$ cat src/rtl/piso_serializer.sv
// Parallel-in/serial-out serializer: valid/ready word intake into a one-word holding buffer,
// bit_en-paced serial output with selectable bit order and optional trailing parity bit.
module piso_serializer #(
    parameter int WIDTH     = 7,
    parameter int MSB_FIRST = 0,
    parameter int PARITY    = 0
) (
    input  logic             clk,
    input  logic             rst_n,
    input  logic [WIDTH-1:0] in_data,
    input  logic             in_valid,
    output logic             in_ready,
    input  logic             bit_en,
    output logic             ser_out,
    output logic             ser_valid,
    output logic             ser_last,
    output logic             busy,
    output logic             done
);
    localparam int FRAME_LEN = WIDTH + ((PARITY != 0) ? 1 : 0);
    localparam int CW        = $clog2(FRAME_LEN);
    localparam logic [CW-1:0] LAST_CNT = CW'(FRAME_LEN - 1);

    typedef enum logic {
        IDLE  = 1'b0,
        SHIFT = 1'b1
    } state_t;

    state_t               state_q, state_d;
    logic [CW-1:0]        cnt_q, cnt_d;
    logic [FRAME_LEN-1:0] sr_q, sr_d;
    logic [WIDTH-1:0]     hold_data_q, hold_data_d;
    logic                 hold_full_q, hold_full_d;
    logic                 done_q, done_d;
    logic                 load_frame;

    // Shift register holds the frame in transmit order; bit 0 is always the current bit.
    function automatic logic [FRAME_LEN-1:0] build_frame(input logic [WIDTH-1:0] d);
        logic [FRAME_LEN-1:0] f;
        f = '0;
        for (int i = 0; i < WIDTH; i++) begin
            f[i] = (MSB_FIRST != 0) ? d[WIDTH-1-i] : d[i];
        end
        if (PARITY == 1) begin
            f[FRAME_LEN-1] = ^d;
        end else if (PARITY == 2) begin
            f[FRAME_LEN-1] = ~^d;
        end
        return f;
    endfunction

    always_comb begin
        state_d     = state_q;
        cnt_d       = cnt_q;
        sr_d        = sr_q;
        hold_data_d = hold_data_q;
        hold_full_d = hold_full_q;
        done_d      = 1'b0;
        load_frame  = 1'b0;

        case (state_q)
            IDLE: begin
                if (hold_full_q) begin
                    load_frame = 1'b1;
                end
            end
            SHIFT: begin
                if (bit_en) begin
                    if (cnt_q == LAST_CNT) begin
                        done_d = 1'b1;
                        if (hold_full_q) begin
                            load_frame = 1'b1;
                        end else begin
                            state_d = IDLE;
                        end
                    end else begin
                        sr_d  = sr_q >> 1;
                        cnt_d = cnt_q + CW'(1);
                    end
                end
            end
            default: state_d = IDLE;
        endcase

        if (load_frame) begin
            sr_d        = build_frame(hold_data_q);
            cnt_d       = '0;
            hold_full_d = 1'b0;
            state_d     = SHIFT;
        end

        // in_ready is low while full, so this never collides with the drain above.
        if (in_valid && in_ready) begin
            hold_data_d = in_data;
            hold_full_d = 1'b1;
        end
    end

    always_ff @(posedge clk) begin
        if (!rst_n) begin
            state_q     <= IDLE;
            cnt_q       <= '0;
            sr_q        <= '0;
            hold_data_q <= '0;
            hold_full_q <= 1'b0;
            done_q      <= 1'b0;
        end else begin
            state_q     <= state_d;
            cnt_q       <= cnt_d;
            sr_q        <= sr_d;
            hold_data_q <= hold_data_d;
            hold_full_q <= hold_full_d;
            done_q      <= done_d;
        end
    end

    assign in_ready  = rst_n & ~hold_full_q;
    assign ser_valid = (state_q == SHIFT);
    assign ser_out   = ser_valid & sr_q[0];
    assign ser_last  = ser_valid & (cnt_q == LAST_CNT);
    assign busy      = ser_valid | hold_full_q;
    assign done      = done_q;

endmodule
$ cat config.mk
export PLATFORM = sky130hd
export DESIGN_NAME = piso_serializer
export DESIGN_NICKNAME = d
export VERILOG_FILES = /design/src/rtl/piso_serializer.sv
export SDC_FILE = /design/constraint.sdc
export NUM_CORES = 1
export LEC_CHECK = 0
export ABC_AREA = 1
export BUFFER_PORTS_ARGS = -buffer_cell sky130_fd_sc_hd__buf_2
export CAP_MARGIN = 15
export CORE_ASPECT_RATIO = 1.25
export CORE_UTILIZATION = 40
export CTS_CLUSTER_SIZE = 28
export DETAILED_ROUTE_END_ITERATION = 7
export PLACE_DENSITY = 0.7
export SYNTH_ARGS = -nofsm -noshare
export SYNTH_HDL_FRONTEND = slang
export SYNTH_SLANG_ARGS = --single-unit
$ cat constraint.sdc
create_clock -name clk -period 1.4 [get_ports clk]
set_input_delay 0.28 -clock clk [delete_from_list [all_inputs] [get_ports clk]]
set_output_delay 0.28 -clock clk [all_outputs]
set_load 0.05 [all_outputs]
After elaboration in Yosys (flattened, before gate mapping)
Index checks and enable logic that the tools add are counted.
{ "op_classes": {"add_sub_neg": 1, "eq_ne": 2, "muxes": 15, "n_bitwise": 8, "n_reduce_logical": 8} }
{ "ops": {"columns": ["cell", "n"], "rows": [
  ["two-way mux 7 bit", 4],
  ["two-way mux 1 bit", 10],
  ["AND reduction 3 bit", 3],
  ["nonzero test 2 bit", 3],
  ["inverter 1 bit", 4],
  ["adder 3 x 1 -> 3 bit, second input constant", 1],
  ["bitwise AND 1 bit", 3],
  ["equality test 3 bit, second input constant", 1],
  ["!= test 2 bit, second input constant", 1],
  ["one-hot mux 1 bit (2 select lines)", 1],
  ["OR reduction 2 bit", 1],
  ["logical AND 1 bit", 1],
  ["OR 1 bit", 1]
]} }
{ "totals": {"ff_bits": 20, "input_bits": 11, "out_inout_bits": 6, "wordCells": 40} }

Longest topological paths before layout
{ "logic_depth": {"depth_word": 6, "ltp_mapped": 9} }

Worst setup path after synthesis
No wires, ideal clock.
{ "synth_path": {"path_kind": "reg-to-output", "start": "reg state_q, in the netlist ser_valid", "end": "out ser_last", "t_arrival_ns": 1.467, "required_ns": 1.120, "setup_slack_ns": -0.347, "stages_incl_launch_ff": 3, "path_buffers": 0, "path_cell_list": "dfxtp_1 > inv_1 > nor2_1"} }
{ "synth_between": {"elab_chain_cells": 1} }
{ "synth_rtl": {"columns": ["item", "line_no", "source"], "rows": [
  ["start, declared", "29", "state_t state_q, state_d;"],
  ["start signal, assigned", "108", "state_q <= state_d;"],
  ["bitwise AND 1 bit", "120", "assign ser_last = ser_valid & (cnt_q == LAST_CNT);"],
  ["end, declared", "16", "output logic ser_last,"]
]} }
No other way between the ends.

Final worst setup path
{ "layout_path": {"start": "reg cnt_q[0]", "end": "out ser_last"} }
{ "layout_between": {"elab_chain_cells": 2} }
{ "layout_rtl": {"columns": ["item", "line_no", "source"], "rows": [
  ["start, declared", "30", "logic [CW-1:0] cnt_q, cnt_d;"],
  ["start signal, assigned", "109", "cnt_q <= cnt_d;"],
  ["equality test 3 bit", "120", null],
  ["bitwise AND 1 bit", "120", null]
]} }
No other way between the ends.

==> impl_metrics.tcl <==
set metrics [dict create \
    cp.required_ns 1.12 \
    vias_per_cell 4.721 \
    cp-endpoint "ser_last" \
    htree_levels 1 \
    hold_class "input port to flop" \
    power.leakage_nw 0.5239 \
    diodes 0 \
    nFillCells 223 \
    wl_per_cell_um 10.20 \
    outcome "complete, but fails checks" \
    final_cell_area_mm2 0.001170 \
    violations "setup timing" \
    route.vias.total 812 \
    antenna_found_initial 0 \
    core_area_mm2 0.002187 \
    finalCritPeriodShare_pct 101.4 \
    cp-end-kind "output pin" \
    synthToLayoutAreaGrowth_pct 27.38 \
    yosysWarnings 0 \
    rows 19 \
    rr_endpoint "sr_q[5]" \
    critPathArrivalTime_ns 1.14 \
    synth.cell_area_um2 918.4 \
    gp_congestion 0.8203 \
    cp-start-kind "flop" \
    dp_slack_ns 0.05030 \
    syn_avg_cell_area_um2 7.783 \
    cap_viol_max_count 0 \
    postPlaceCellArea_mm2 0.001051 \
    cts-root-buf "clkbuf_4" \
    cp_max_fo 2 \
    ioPinCount 17 \
    reg2reg_slack_ns 0.04 \
    initial_core_util_pct 41.99 \
    drv_slew 0 \
    dr.pass1.iters 5 \
    clk_pin_slew_ns 0.12 \
    tightest_slew_ns 0.4779 \
    drtIter0Drc 16 \
    die_h_um 55.57 \
    cts_tree "built" \
    grt_overflow 0 \
    synth_cell_types 24 \
    ys_ff_latch 20 \
    grt_pass1_wl_um 3063 \
    hpwl_um 1272 \
    cts.path.max_buffers 2 \
    cts_hold_buf 0 \
    min_period_ns 1.419 \
    wirelength_um 1755 \
    r2r-start "cnt_q[0]" \
    ys_seq_area_share_pct 43.60 \
    io_buffers 16 \
    cts_buffers 3 \
    setup_ws_ns -0.01945 \
    first_global_vias 739 \
    grt_max_degree 16 \
    insertion_delay_ns 0.31 \
    drc 0 \
    worst_hold_slack_ns 0.1590 \
    maxSlewHeadroom_pct 68.04 \
    grt.total_usage_pct 16.51 \
    finalNetCount 155 \
    crit_type "flop to output pin" \
    crit_start "cnt_q[0]" \
    synth_cells 118 \
    fmax_mhz 704.5 \
    ir_drop_v 0.0006121 \
    rsz0062_at_grt "true" \
    synth.net_count 131 \
    ant_nets 0 \
    cts.sinks 20 \
    setup_viol 1 \
    drive_gt1_share_pct 33.33 \
    fp.dieW_um 44.86 \
    dieArea_mm2 0.002493 \
    p_per_area_mw_per_mm2 1139 \
    r2r_cells 9 \
    finClkSkew_ns 0.005983 \
    hold_viol 0 \
]
-- cell families (layout without fill, tap and decap cells) --
| logic type | count (synthesis) | after routing | synth area share (%) |
|---|---|---|---|
| xor+xnor | 1 | 1 | 0.9539 |
| flops | 20 | 20 | 43.60 |
| compound gates | 18 | 18 | 11.85 |
| buf+inv | 18 | 41 | 8.854 |
| fa+ha+maj | 2 | 2 | 2.724 |
| simple gates | 59 | 59 | 32.02 |
-- worst min-delay path by stage --
stage	depth (start not counted)	from	endpoint
CTS	3	in_data[5]	hold_data_q[5]
global route	3	in_data[6]	hold_data_q[6]
global placement	2	hold_data_q[6]	sr_q[6]
floorplan	2	in_data[0]	hold_data_q[0]
detailed placement	2	hold_data_q[6]	sr_q[6]
finish	3	in_data[5]	hold_data_q[5]
-- metal layers --
| metal | up-vias | track usage (%) | wire, um |
|---|---|---|---|
| li1 | 435 | - | - |
| met1 | 355 | 20.75 | 796 |
| met2 | 15 | 26.47 | 855 |
| met3 | 7 | 1.948 | 48 |
| met4 | 0 | 9.524 | 55 |
| met5 | - | 0 | 0 |
-- stage by stage --
step | power [mW] | util (%) | setup TNS (ns) | cells
after detailed placement | 0.8555 | 48.05 | 0 | 165
after CTS | 1.335 | 52.80 | -0.01771 | 172
after global placement | 0.8500 | 48.05 | 0 | 165
after floorplan | 0.8043 | - | 0 | 118
final | 1.333 | 53.49 | -0.01945 | 172
after global routing | 1.399 | 53.49 | -0.1265 | 172
-- layout by cell type, fill, tap and decap left out, drive strengths merged --
cell type,n
nand2,32
buf,22
dfxtp,20
nand3,19
inv,13
a21oi,10
o31ai,6
clkbuf,4
nor2,4
o21ai,2
nor3,2
ha,2
clkinv,1
or2,1
xor2,1
nand4,1
bufinv,1
-- cell usage after synthesis (all sizes together) --
cell | count | share of area, %
xor2 | 1 | 0.95
o21ai | 2 | 1.1
nand4 | 1 | 0.68
or2 | 1 | 0.68
nand2 | 32 | 16
clkinv | 1 | 0.54
nand3 | 19 | 11
buf | 4 | 3.0
dfxtp | 20 | 44
ha | 2 | 2.7
o31ai | 6 | 4.9
nor3 | 2 | 2.3
nor2 | 4 | 1.6
inv | 13 | 5.3
a21oi | 10 | 5.9
-- flip-flops by register name (all words and copies together) (netlist names) --
name and count:
ser_valid 1, hold_data_q 7, cnt_q 3, done 1, sr_q 7, hold_full_q 1
-- area by class of cell --
class / count / area [um^2] / share of cell area [%]
clock inverter: 1 / 30.03 / 2.567
inverter: 14 / 53.80 / 4.599
multi-input combinational: 80 / 475.5 / 40.64
clock buffer: 3 / 22.52 / 1.925
tap: 31 / 38.79 / 3.316
timing repair buffer: 23 / 143.9 / 12.30
sequential: 20 / 405.4 / 34.65
-- power by group --
group	switching (mW)	internal [mW]
Combinational	0.146	0.0797
Sequential	0.0220	0.610
Clock	0.185	0.290
-- critical path: stages (launching register included) --
cell and delay (ns):
dfxtp_2 0.34, inv_2 0.07, ha_4 0.14, nand2_4 0.05, nor2_4 0.08, buf_6 0.15
-- repair_timing --
item                                    in CTS  in global routing
setup buffers                                3                  0
endpoints found under the setup margin       2                  9
gates resized for setup                      9                  4
pin swaps                                    2                  0
cloned                                       0                  0
Note: power is estimated with default switching activity, not from simulation.
